File: src/rtl/bcd_stopwatch_ctrl.sv
// Stopwatch controller: command FSM, tick prescaler and a 4-digit BCD counter
// chain cascaded through clock enables, with split-time display freeze.
module bcd_stopwatch_ctrl #(
    parameter int PRESCALE = 10
) (
    input  logic        CLK,
    input  logic        CLRN,
    input  logic        START_STOP,
    input  logic        LAP,
    input  logic        ZERO,
    output logic [15:0] CNT,
    output logic [15:0] Q,
    output logic        RUN,
    output logic        SPLIT_ON,
    output logic        OVF
);

    localparam int PW = (PRESCALE > 1) ? $clog2(PRESCALE) : 1;
    localparam logic [PW-1:0] PS_LAST = PW'(PRESCALE - 1);

    typedef enum logic [1:0] {
        S_IDLE  = 2'd0,
        S_RUN   = 2'd1,
        S_PAUSE = 2'd2,
        S_SPLIT = 2'd3
    } state_t;

    state_t        state_r;
    logic          run_r;
    logic          split_r;
    logic [PW-1:0] prescale_r;
    logic [15:0]   cnt_r;
    logic [15:0]   latch_r;
    logic          ovf_r;

    logic          counting_s;
    logic          tick_s;
    logic          zero_acc_s;
    logic          lap_cap_s;
    logic          ovf_s;
    logic [3:0]    ce_s;
    logic [15:0]   cnt_next_s;

    // Single BCD digit increment; anything at or above 9 folds back to 0.
    function automatic logic [3:0] bcd_step(input logic [3:0] d);
        logic [3:0] r;
        if (d >= 4'd9) begin
            r = 4'd0;
        end else begin
            r = d + 4'd1;
        end
        return r;
    endfunction

    // Tick generation, command qualification and the digit enable chain.
    always_comb begin
        counting_s = (state_r == S_RUN) || (state_r == S_SPLIT);
        tick_s     = counting_s && (prescale_r == PS_LAST);
        zero_acc_s = (state_r == S_PAUSE) && ZERO && !START_STOP;
        lap_cap_s  = (state_r == S_RUN) && LAP && !START_STOP;
        ce_s       = 4'b0000;
        cnt_next_s = cnt_r;
        ce_s[0]    = tick_s;
        for (int k = 1; k < 4; k++) begin
            ce_s[k] = ce_s[k-1] && (cnt_r[4*(k-1) +: 4] == 4'd9);
        end
        for (int k = 0; k < 4; k++) begin
            if (ce_s[k]) begin
                cnt_next_s[4*k +: 4] = bcd_step(cnt_r[4*k +: 4]);
            end else begin
                cnt_next_s[4*k +: 4] = cnt_r[4*k +: 4];
            end
        end
        ovf_s = ce_s[3] && (cnt_r[15:12] == 4'd9);
    end

    // Command FSM with RUN/SPLIT_ON decoded into registers alongside the state.
    always_ff @(posedge CLK) begin
        if (!CLRN) begin
            state_r <= S_IDLE;
            run_r   <= 1'b0;
            split_r <= 1'b0;
        end else begin
            case (state_r)
                S_IDLE: begin
                    if (START_STOP) begin
                        state_r <= S_RUN;
                        run_r   <= 1'b1;
                        split_r <= 1'b0;
                    end else begin
                        state_r <= S_IDLE;
                    end
                end
                S_RUN: begin
                    if (START_STOP) begin
                        state_r <= S_PAUSE;
                        run_r   <= 1'b0;
                        split_r <= 1'b0;
                    end else if (LAP) begin
                        state_r <= S_SPLIT;
                        run_r   <= 1'b1;
                        split_r <= 1'b1;
                    end else begin
                        state_r <= S_RUN;
                    end
                end
                S_SPLIT: begin
                    if (START_STOP) begin
                        state_r <= S_PAUSE;
                        run_r   <= 1'b0;
                        split_r <= 1'b0;
                    end else if (LAP) begin
                        state_r <= S_RUN;
                        run_r   <= 1'b1;
                        split_r <= 1'b0;
                    end else begin
                        state_r <= S_SPLIT;
                    end
                end
                S_PAUSE: begin
                    if (START_STOP) begin
                        state_r <= S_RUN;
                        run_r   <= 1'b1;
                        split_r <= 1'b0;
                    end else if (ZERO) begin
                        state_r <= S_IDLE;
                        run_r   <= 1'b0;
                        split_r <= 1'b0;
                    end else begin
                        state_r <= S_PAUSE;
                    end
                end
                default: begin
                    state_r <= S_IDLE;
                    run_r   <= 1'b0;
                    split_r <= 1'b0;
                end
            endcase
        end
    end

    // Prescaler: advances only while counting, holds its phase across a pause.
    always_ff @(posedge CLK) begin
        if (!CLRN) begin
            prescale_r <= '0;
        end else if (zero_acc_s) begin
            prescale_r <= '0;
        end else if (counting_s) begin
            if (prescale_r == PS_LAST) begin
                prescale_r <= '0;
            end else begin
                prescale_r <= prescale_r + PW'(1);
            end
        end else begin
            prescale_r <= prescale_r;
        end
    end

    // Count, split latch and sticky overflow.
    always_ff @(posedge CLK) begin
        if (!CLRN) begin
            cnt_r   <= 16'h0000;
            latch_r <= 16'h0000;
            ovf_r   <= 1'b0;
        end else begin
            if (zero_acc_s) begin
                cnt_r <= 16'h0000;
                ovf_r <= 1'b0;
            end else begin
                cnt_r <= cnt_next_s;
                ovf_r <= ovf_r | ovf_s;
            end
            if (lap_cap_s) begin
                latch_r <= cnt_r;
            end else begin
                latch_r <= latch_r;
            end
        end
    end

    assign CNT      = cnt_r;
    assign Q        = (state_r == S_SPLIT) ? latch_r : cnt_r;
    assign RUN      = run_r;
    assign SPLIT_ON = split_r;
    assign OVF      = ovf_r;

endmodule

File: config.mk
export PLATFORM = sky130hd
export DESIGN_NAME = bcd_stopwatch_ctrl
export DESIGN_NICKNAME = d
export VERILOG_FILES = /design/src/rtl/bcd_stopwatch_ctrl.sv
export SDC_FILE = /design/constraint.sdc
export NUM_CORES = 1
export LEC_CHECK = 0
export CELL_PAD_IN_SITES_DETAIL_PLACEMENT = 1
export CELL_PAD_IN_SITES_GLOBAL_PLACEMENT = 2
export CORE_MARGIN = 2
export CORE_UTILIZATION = 28
export DETAILED_ROUTE_END_ITERATION = 6
export PLACE_DENSITY = 0.8
export SLEW_MARGIN = 20
export SYNTH_ARGS = -nofsm -noshare
export SYNTH_HDL_FRONTEND = slang
export SYNTH_SLANG_ARGS = --single-unit
export TNS_END_PERCENT = 10
File: constraint.sdc
create_clock -name CLK -period 1.8 [get_ports CLK]
set_input_delay 0.36 -clock CLK [delete_from_list [all_inputs] [get_ports CLK]]
set_output_delay 0.36 -clock CLK [all_outputs]
set_load 0.02 [all_outputs]
==> flow_results.org, run 1 <==
** Global route
- The total overflow left after global routing is 0.
- In the global route stage, overall resource usage came out at 0.141.
- Entering global routing, the biggest net connects 20 pins.
- The via count of the first global-routing pass is 1,990.
- The initial antenna violation count is 0.
- First-pass GRT wire length :: 9680 µm

** Layout
- Post-layout nets :: 330
- Relative area change from synthesis to final layout :: 34.6%
- The count of cells in the finished layout, fillers not included, comes to 412.
- 0 antenna diodes ended up in the layout.
- Of the cells placed in the final design, the portion with a size suffix greater than 1 is 0.256.
- Once layout is done, the placed cells without fillers occupy 2890 µm².
- Final-layout fill cell count :: 855

** Floorplanning
- Num rows :: 31
- Chip Height :: 91.6 µm
- The floorplan step defined a core boundary enclosing 7330 µm².
- Area of the die :: 8400 µm²
- Ports :: 40
- Die outline width :: 91.6 µm
- Initial Util :: 0.293

** Logic synthesis
- In the synthesized netlist the async set-or-reset flop fraction comes to 0.
- Mean area per synthesized cell :: 8.64 µm²
- Most numerous cell in the Yosys netlist :: sky130_fd_sc_hd__nand2_1
- Portion of the post-synthesis area used by sequential elements :: 0.382
- Synth unique cells :: 37
- Number of synthesized register bits :: 41
- Synthesized area :: 2150 µm²
- The Yosys step of the flow raised 0 warnings.
- Leading post-synthesis cells by instance count :: sky130_fd_sc_hd__nand2_1, sky130_fd_sc_hd__dfxtp_1, sky130_fd_sc_hd__a21oi_1, sky130_fd_sc_hd__nor2_1, sky130_fd_sc_hd__mux2_2
- Post-synthesis net count :: 267
- Top cell type by total area after synthesis :: sky130_fd_sc_hd__dfxtp_1
- Number of enable flip-flop cells after synthesis :: 0
- In the synthesized netlist the dominant register cell turns out to be sky130_fd_sc_hd__dfxtp_1.
- Biggest area contributors in the synthesized netlist :: sky130_fd_sc_hd__dfxtp_1, sky130_fd_sc_hd__mux2_2, sky130_fd_sc_hd__nand2_1
- Synthesis produced 249 cells.
- The share of synthesized area in the top cell type comes to 0.382.

** CTS
- The clock tree synthesis step divided the H-tree into 2 levels.
- TritonCTS built the clock tree.
- Clock tree synthesis selected as its root buffer the cell sky130_fd_sc_hd__clkbuf_8.
- Latest clock arrival within the worst-skew pair :: 0.29 ns
- Number of buffers added to fix hold violations after cts :: 0
- TritonCTS Buffers :: 5
- The tree built by TritonCTS fans out to 41 sinks.
- Clock-pin slew was measured on the worst setup and hold paths at 0.08 ns.
- The clock passes through at most 2 buffers.

** Timing
- The hold violation count in the final report is 0.
- Worst slew slack as a fraction of its limit :: 0.741
- Shortest period the worst path allows :: 1.75 ns
- Setup skew after layout :: 0.00416 ns
- Worst slack on hold paths :: 0.457 ns
- Slew @ Worst Pin :: 0.385 ns
- For this run, the top clock speed supported by timing is 572 MHz.
- Setup violations remaining at the end of the flow were counted as 0.
- Pins Over Slew Limit :: 0
- Final clock period utilization by the worst path :: 0.972

** Drt
- Wires add up to 5520 µm.
- Per-cell routed wire length :: 13.4 µm
- Total vias in the final route :: 1,926
- For this block, the initial DRC count from the detailed router was 89.
- Once detail routing completed, the nets flagged for antenna violations numbered 0.
- After detailed routing, the number of vias per cell comes to 4.67.
- Remaining design rule violation count :: 0
- Pre-antenna DRT Iters :: 3

** Hold path
- Terminating pin of the worst hold path :: latch_r[6]
- The worst hold path belongs to the class register to register.
- In this run the most critical hold path is launched from latch_r[6].
- Count of cells along the worst hold path :: 2

** Setup path
- Traced cell by cell, the critical path runs through clkdlybuf4s50_1.
- STA puts the critical path data required time at 1.44 ns.
- STA puts the critical path data arrival time at 1.39 ns.
- Together, buffers and inverters on the worst path number 1.
- For flop-to-flop paths, the worst setup slack is 0.12 ns.
- Among all stages on the critical path, the largest delay is contributed by sky130_fd_sc_hd__clkdlybuf4s50_1.
- Cell depth of the worst flop-to-flop path :: 6
- Max incr delay on CP :: 0.65 ns
- STA classifies the critical path startpoint as a register.
- On the critical path the largest part of the delay comes from buffers and inverters.
- By startpoint and endpoint, the worst setup path is classified as register to output pin.
- The startpoint identified for the worst register-to-register timing path is CNT[1].
- Crit Path Max Fanout :: 6
- The worst setup path is captured at an output pin.
- Endpoint of the worst-slack reg-to-reg timing path :: CNT[14]

** Power and ir drop
- Pwr Total :: 1.84 mW
- Power spread over the standard cell area amounts to 637 nW/µm².
- The worst-case IR drop observed on VDD is 0.000390 V.
- Leakage power total :: 1.35 nW

** Run status
- Run status :: complete, no violations

** Placement
- Number of buffer cells added on primary ports :: 39
- After detailed placement, the total cell area comes to 2840 µm².
- Placed Cells :: 404
- At the end of routability-driven placement, the weighted congestion stood at 0.808.
- Detailed placer's ending HPWL :: 4160 µm

** Run
- Maximum Capacitance Violations :: 0
placed cells by master (no fill, tap or decap), types with 2 or more instances in the layout:
master,count
sky130_fd_sc_hd__nor3_2,2
sky130_fd_sc_hd__nand2b_1,4
sky130_fd_sc_hd__ha_1,13
sky130_fd_sc_hd__buf_2,16
sky130_fd_sc_hd__clkbuf_8,6
sky130_fd_sc_hd__clkdlybuf4s50_1,16
sky130_fd_sc_hd__a21oi_1,25
sky130_fd_sc_hd__dlymetal6s2s_1,6
sky130_fd_sc_hd__nand4b_1,3
sky130_fd_sc_hd__mux2_2,16
sky130_fd_sc_hd__dfxtp_1,38
sky130_fd_sc_hd__nand3_1,6
sky130_fd_sc_hd__o21ai_0,6
sky130_fd_sc_hd__xor2_1,2
sky130_fd_sc_hd__xnor2_1,6
sky130_fd_sc_hd__a31o_2,2
sky130_fd_sc_hd__inv_1,15
sky130_fd_sc_hd__dfxtp_2,3
sky130_fd_sc_hd__nand2_1,47
sky130_fd_sc_hd__a41oi_1,4
sky130_fd_sc_hd__nor4_4,2
sky130_fd_sc_hd__buf_4,25
sky130_fd_sc_hd__nand3b_4,2
sky130_fd_sc_hd__nor2b_1,3
sky130_fd_sc_hd__mux2i_1,4
sky130_fd_sc_hd__nor2_1,20
sky130_fd_sc_hd__nor4_1,2
sky130_fd_sc_hd__o21ai_1,2
layer usage:
metal / global-route usage / share of wire / vias up
met4: 0.0455 / 0.015 / 0
met5: 0 / 0 / -
met2: 0.237 / 0.48 / 20
met3: 0.0230 / 0.022 / 4
li1: - / - / 972
met1: 0.185 / 0.49 / 930
stage by stage:
stage	utilization	setup slack, ns	setup TNS (ns)
2_1_floorplan	-	0.0307	0
3_3_place_gp	0.387	-0.0124	-0.108
3_5_place_dp	0.387	-0.0763	-1.44
4_1_cts	0.392	0.00277	0
5_1_grt	0.395	-0.00977	-0.00977
6_report	0.395	0.0506	0
area by class of cell:
cell class                      instances  area, µm²  share of cell area
Clock buffer                            6       82.6              0.0285
Tap cell                               99        124              0.0428
Sequential cell                        41        825               0.285
Clock inverter                          2       37.5              0.0130
Multi-Input combinational cell        184       1240               0.428
Timing Repair Buffer                   65        532               0.184
Inverter                               15       56.3              0.0195
flip-flops by register name, indices dropped and copies added, names as in the netlist:
| name | cells |
|---|---|
| prescale_r | 4 |
| CNT | 16 |
| SPLIT_ON | 1 |
| state_r | 2 |
| RUN | 1 |
| latch_r | 16 |
| OVF | 1 |
logic make-up after synthesis:
logic type,count (synthesis),synth area share
flip-flops,41,0.382
multiplexers,20,0.102
buffers and inverters,24,0.0442
AND/OR/NAND/NOR,100,0.248
XOR/XNOR,8,0.0326
adder cells (fa/ha/maj),13,0.0756
AO/OA/AOI/OAI,43,0.115
timing repair:
item                       in CTS  in global routing
gates resized for setup        66                  8
setup endpoints to repair      17                  7
gates cloned                    0                  0
setup buffers                   0                  0
report_power, final:
| part | total [mW] | switching, mW | internal (mW) | leakage [nW] |
|---|---|---|---|---|
| clock | 0.769 | 0.319 | 0.451 | 0.0574 |
| sequential | 0.930 | 0.0122 | 0.917 | 0.333 |
| combinational | 0.143 | 0.0795 | 0.0635 | 0.962 |
| total | 1.84 | 0.410 | 1.43 | 1.35 |
worst max-delay path by stage:
| stage | from | depth (start not counted) | end | slack (ns) |
|---|---|---|---|---|
| floorplan | CNT[4] | 5 | CNT[14] | 0.03 |
| detailed placement | START_STOP | 6 | CNT[3] | -0.08 |
| finish | CNT[13] | 1 | CNT[13] | 0.05 |
| global route | CNT[13] | 1 | CNT[13] | -0.01 |
| CTS | CNT[7] | 1 | CNT[7] | 0.003 |
| global placement | state_r[0] | 4 | Q[3] | -0.01 |
Note: power is estimated with default switching activity, not from simulation.
==> run 2, diff against run 1 <==
--- a/config.mk
+++ b/config.mk
@@ -10,6 +10,7 @@
 export CORE_MARGIN = 2
 export CORE_UTILIZATION = 28
 export DETAILED_ROUTE_END_ITERATION = 6
+export HOLD_SLACK_MARGIN = 0.06
 export PLACE_DENSITY = 0.8
 export SLEW_MARGIN = 20
 export SYNTH_ARGS = -nofsm -noshare
==> results of run 2 <==
The final DEF is identical to that of run 1; final timing and power are the same.
==> run 3, diff against run 2 <==
--- a/config.mk
+++ b/config.mk
@@ -9,6 +9,7 @@
 export CELL_PAD_IN_SITES_GLOBAL_PLACEMENT = 2
 export CORE_MARGIN = 2
 export CORE_UTILIZATION = 28
+export CTS_BUF_LIST = sky130_fd_sc_hd__clkbuf_16
 export DETAILED_ROUTE_END_ITERATION = 6
 export HOLD_SLACK_MARGIN = 0.06
 export PLACE_DENSITY = 0.8
==> run 3 against run 2 <==
  * Clock-buffer cell count decreased by 1
  * Die area unchanged
  * Fmax rose by 0.17%
  * Sequential share of layout area is 0.39 points lower
  * Critical endpoint is now CNT[14]
  * Largest cell class unchanged
  * Largest power group is now the clock network
==> flow_results.org, run 3 (synthesis results as in run 1) <==
** Power and ir drop
- The relative contribution of the clock network to total power is 0.481 (+0.063).
- Portion of total power attributed to sequential cells :: 0.450 (-0.055)
- The power per standard cell area was 705 nW/µm² (+11%).
- The worst vdd rail ir drop is 0.000327 V (-16%).
- Design internal power :: 1.63 mW (+14%)
- The static leakage is 1.31 nW (-3.0%).
- The switching power of the nets is 0.437 mW (+6.5%).
- The net switching share of the total power was 0.211 (-0.0114).
- The combinational group share of total power came to 0.069 (-0.009).

** Placement
- Number of buffer cells added on primary ports :: 39 (unchanged)
- Weighted congestion at the end of routability-driven global placement :: 0.808 (unchanged)
- The HPWL after detailed placement was 4160 µm (unchanged).
- The standard cell area after detailed placement came to 2840 µm² (unchanged).
- Setup slack at placement :: -0.0763 ns (unchanged)

** Drt
- The post-route DRC violation count came to 0 (unchanged).
- The number of violations reported at the end of detailed-routing iteration 0 was 58 (-35%).
- The final wirelength was 5570 µm (+0.94%).
- The average via count per standard cell was 4.68 (+0.21%).
- The via total after detailed routing came to 1,930 (+0.21%).
- The average routed wire per standard cell is 13.5 µm (+0.94%).
- Pre-antenna DRT Iters :: 4 (+1)
- Count of antenna-violating nets left after detailed routing :: 0 (unchanged)

** CTS
- Latest clock arrival within the worst-skew pair :: 0.28 ns (about the same)
- Number of buffers added to fix hold violations after cts :: 0 (unchanged)
- The post-CTS setup repair buffer count was 0 (unchanged).
- The number of levels the H-tree was split into came to 2 (unchanged).
- The number of clock sinks seen by CTS was 41 (unchanged).
- Maximum clock path buffer count :: 2 (unchanged)
- Clock tree from TritonCTS :: done
- The clock input transition at the sequential cells of the worst setup and hold paths came to 0.06 ns (-0.02 ns).
- The post-cts gate resize count came to 63 (-4.5%).
- TritonCTS Buffers :: 5 (unchanged)
- Master cell of the clock root buffer :: sky130_fd_sc_hd__clkbuf_16

** Floorplanning
- Chip Height :: 91.6 µm (unchanged)
- The number of top-level design ports came to 40 (unchanged).
- Initial Util :: 0.293 (unchanged)
- Num rows :: 31 (unchanged)
- Die outline width :: 91.6 µm (unchanged)
- The core region area was 7330 µm² (unchanged).
- Area of the die :: 8400 µm² (unchanged)

** Global route
- Pin count of the biggest net entering global routing :: 20 (unchanged)
- The total global routing overflow is 0 (unchanged).
- Number of global-route vias before repair :: 2,025 (+1.8%)
- The first-pass GRT wire length came to 9850 µm (+1.8%).
- GRT Resource Usage Total :: 0.143 (+0.00156)
- Number of antenna violations at the first check in global routing :: 0 (unchanged)

** Setup path
- Worst endpoint required time :: 1.44 ns (about the same)
- In this design, the largest share of critical-path delay is due to buffers and inverters.
- Tracing the worst setup path back leads to its startpoint at CNT[14].
- The worst register-to-register path begins at CNT[1].
- STA classifies the critical path endpoint as an output pin.
- Arrival time of data at the critical path endpoint :: 1.39 ns (about the same)
- Slowest cell on the critical path :: sky130_fd_sc_hd__clkdlybuf4s50_1
- The most critical setup path has its endpoint at CNT[14].
- The number of buffers and inverters on the critical path came to 1 (unchanged).
- Critical-path cell list :: clkdlybuf4s50_1
- Worst R2R Setup Slack :: 0.12 ns (about the same)
- The count of cells along the worst register-to-register path is 6 (unchanged).
- Path length in cells of the critical path :: 1 (unchanged)
- Crit path kind :: register to output pin
- Sort of element at the start of the critical path :: register
- The delay of the slowest cell on the worst path is 0.66 ns (about the same).
- The worst register-to-register path ends at CNT[14].
- The maximum fanout along the worst path came to 8 (+2).

** Run
- The max-capacitance violation count is 0 (unchanged).

** Timing
- The slack of the critical path came to 0.0537 ns (+0.00304 ns).
- Highest achievable clock rate :: 573 MHz (+0.17%)
- The count of endpoints failing setup in the final report is 0 (unchanged).
- Slew @ Worst Pin :: 0.386 ns (+0.00124 ns)
- Final Hold Vio Count :: 0 (unchanged)
- Unrepaired setup endpoints after global routing :: false
- The period utilization came to 0.970 (-0.00169).
- The max-slew violation total from the final report was 0 (unchanged).
- Accumulated negative setup slack :: 0 ns (unchanged)
- The post-layout minimum cycle time came to 1.75 ns (-0.00304 ns).
- The setup clock skew after layout is 0.00333 ns (-0.000834 ns).
- Worst slew slack as a fraction of its limit :: 0.741 (-0.000831)

** Hold path
- Path class of the lowest-slack min-delay path :: register to register

** Layout
- Post-layout nets :: 330 (unchanged)
- The proportion of layout cells with a drive suffix above 1 is 0.252 (-0.00319).
- Relative area change from synthesis to final layout :: 36.4%
- Final Instance Area :: 2930 µm² (+1.4%)
- The fill cell total of the finished layout is 852 (-0.35%).
- Commonest cells after routing, fill and taps aside :: sky130_fd_sc_hd__nand2_1, sky130_fd_sc_hd__dfxtp_1, sky130_fd_sc_hd__a21oi_1, sky130_fd_sc_hd__buf_4
- The library cell used most frequently in the layout, excluding fill and tap cells, is sky130_fd_sc_hd__nand2_1.
- Diode insertion count for antenna repair :: 0 (unchanged)
- The utilization after layout is 0.400 (+0.00546).

** Run status
- The run finished with clean final reports.
-- run 3: cell types whose count changed in the layout (fill, tap and decap cells not counted) --
| cell | previous run | this run |
|---|---|---|
| sky130_fd_sc_hd__clkinv_1 | 0 | 1 |
| sky130_fd_sc_hd__clkbuf_8 | 6 | 0 |
| sky130_fd_sc_hd__dlygate4sd2_1 | 1 | 0 |
| sky130_fd_sc_hd__clkdlybuf4s50_1 | 16 | 20 |
| sky130_fd_sc_hd__clkbuf_16 | 0 | 5 |
| sky130_fd_sc_hd__dlymetal6s2s_1 | 6 | 3 |
-- run 3: power groups by stage --
stage	Combinational, mW	Clock (mW)	Sequential, mW
floorplan	0.0725	0	0.953
global placement	0.142	0	0.950
detailed placement	0.144	0	0.951
CTS	0.145	1.03	0.931
global route	0.159	1.07	0.932
finish	0.143	0.994	0.931
-- run 3: worst min-delay path: cells and delay by family (launching register included) --
family	cells	cell delay, ns
DFF	1	0.31
and+or+nand+nor	1	0.05
AOI/OAI and AO/OA	1	0.05
-- run 3: through the flow --
stage	hold slack, ns	power [mW]	instances
2_1_floorplan	0.434	1.03	249
3_3_place_gp	0.441	1.09	404
3_5_place_dp	0.448	1.09	404
4_1_cts	0.457	2.11	412
5_1_grt	0.476	2.16	412
6_report	0.454	2.07	412
-- run 3: area by class of cell --
class | count | area (µm²) | area share
Sequential cell | 41 | 825 | 0.281
Tap cell | 99 | 124 | 0.0422
Clock buffer | 5 | 125 | 0.0426
Multi-Input combinational cell | 184 | 1240 | 0.422
Clock inverter | 3 | 41.3 | 0.0141
Timing Repair Buffer | 65 | 526 | 0.179
Inverter | 15 | 56.3 | 0.0192
-- run 3: worst min-delay path by stage --
stage / start / end / slack (ns) / cells after the start
floorplan: latch_r[0] / latch_r[0] / 0.43 / 2
CTS: latch_r[6] / latch_r[6] / 0.46 / 2
global placement: latch_r[11] / latch_r[11] / 0.44 / 2
finish: latch_r[14] / latch_r[14] / 0.45 / 2
detailed placement: latch_r[6] / latch_r[6] / 0.45 / 2
global route: latch_r[6] / latch_r[6] / 0.48 / 2
-- run 3: metal layers --
layer	global-route usage	vias up	share of wire	routed length (µm)
met3	0.0230	4	0.022	120
li1	-	972	-	-
met1	0.188	932	0.49	2730
met4	0.0417	0	0.010	57
met5	0	-	0	0
met2	0.241	22	0.48	2670
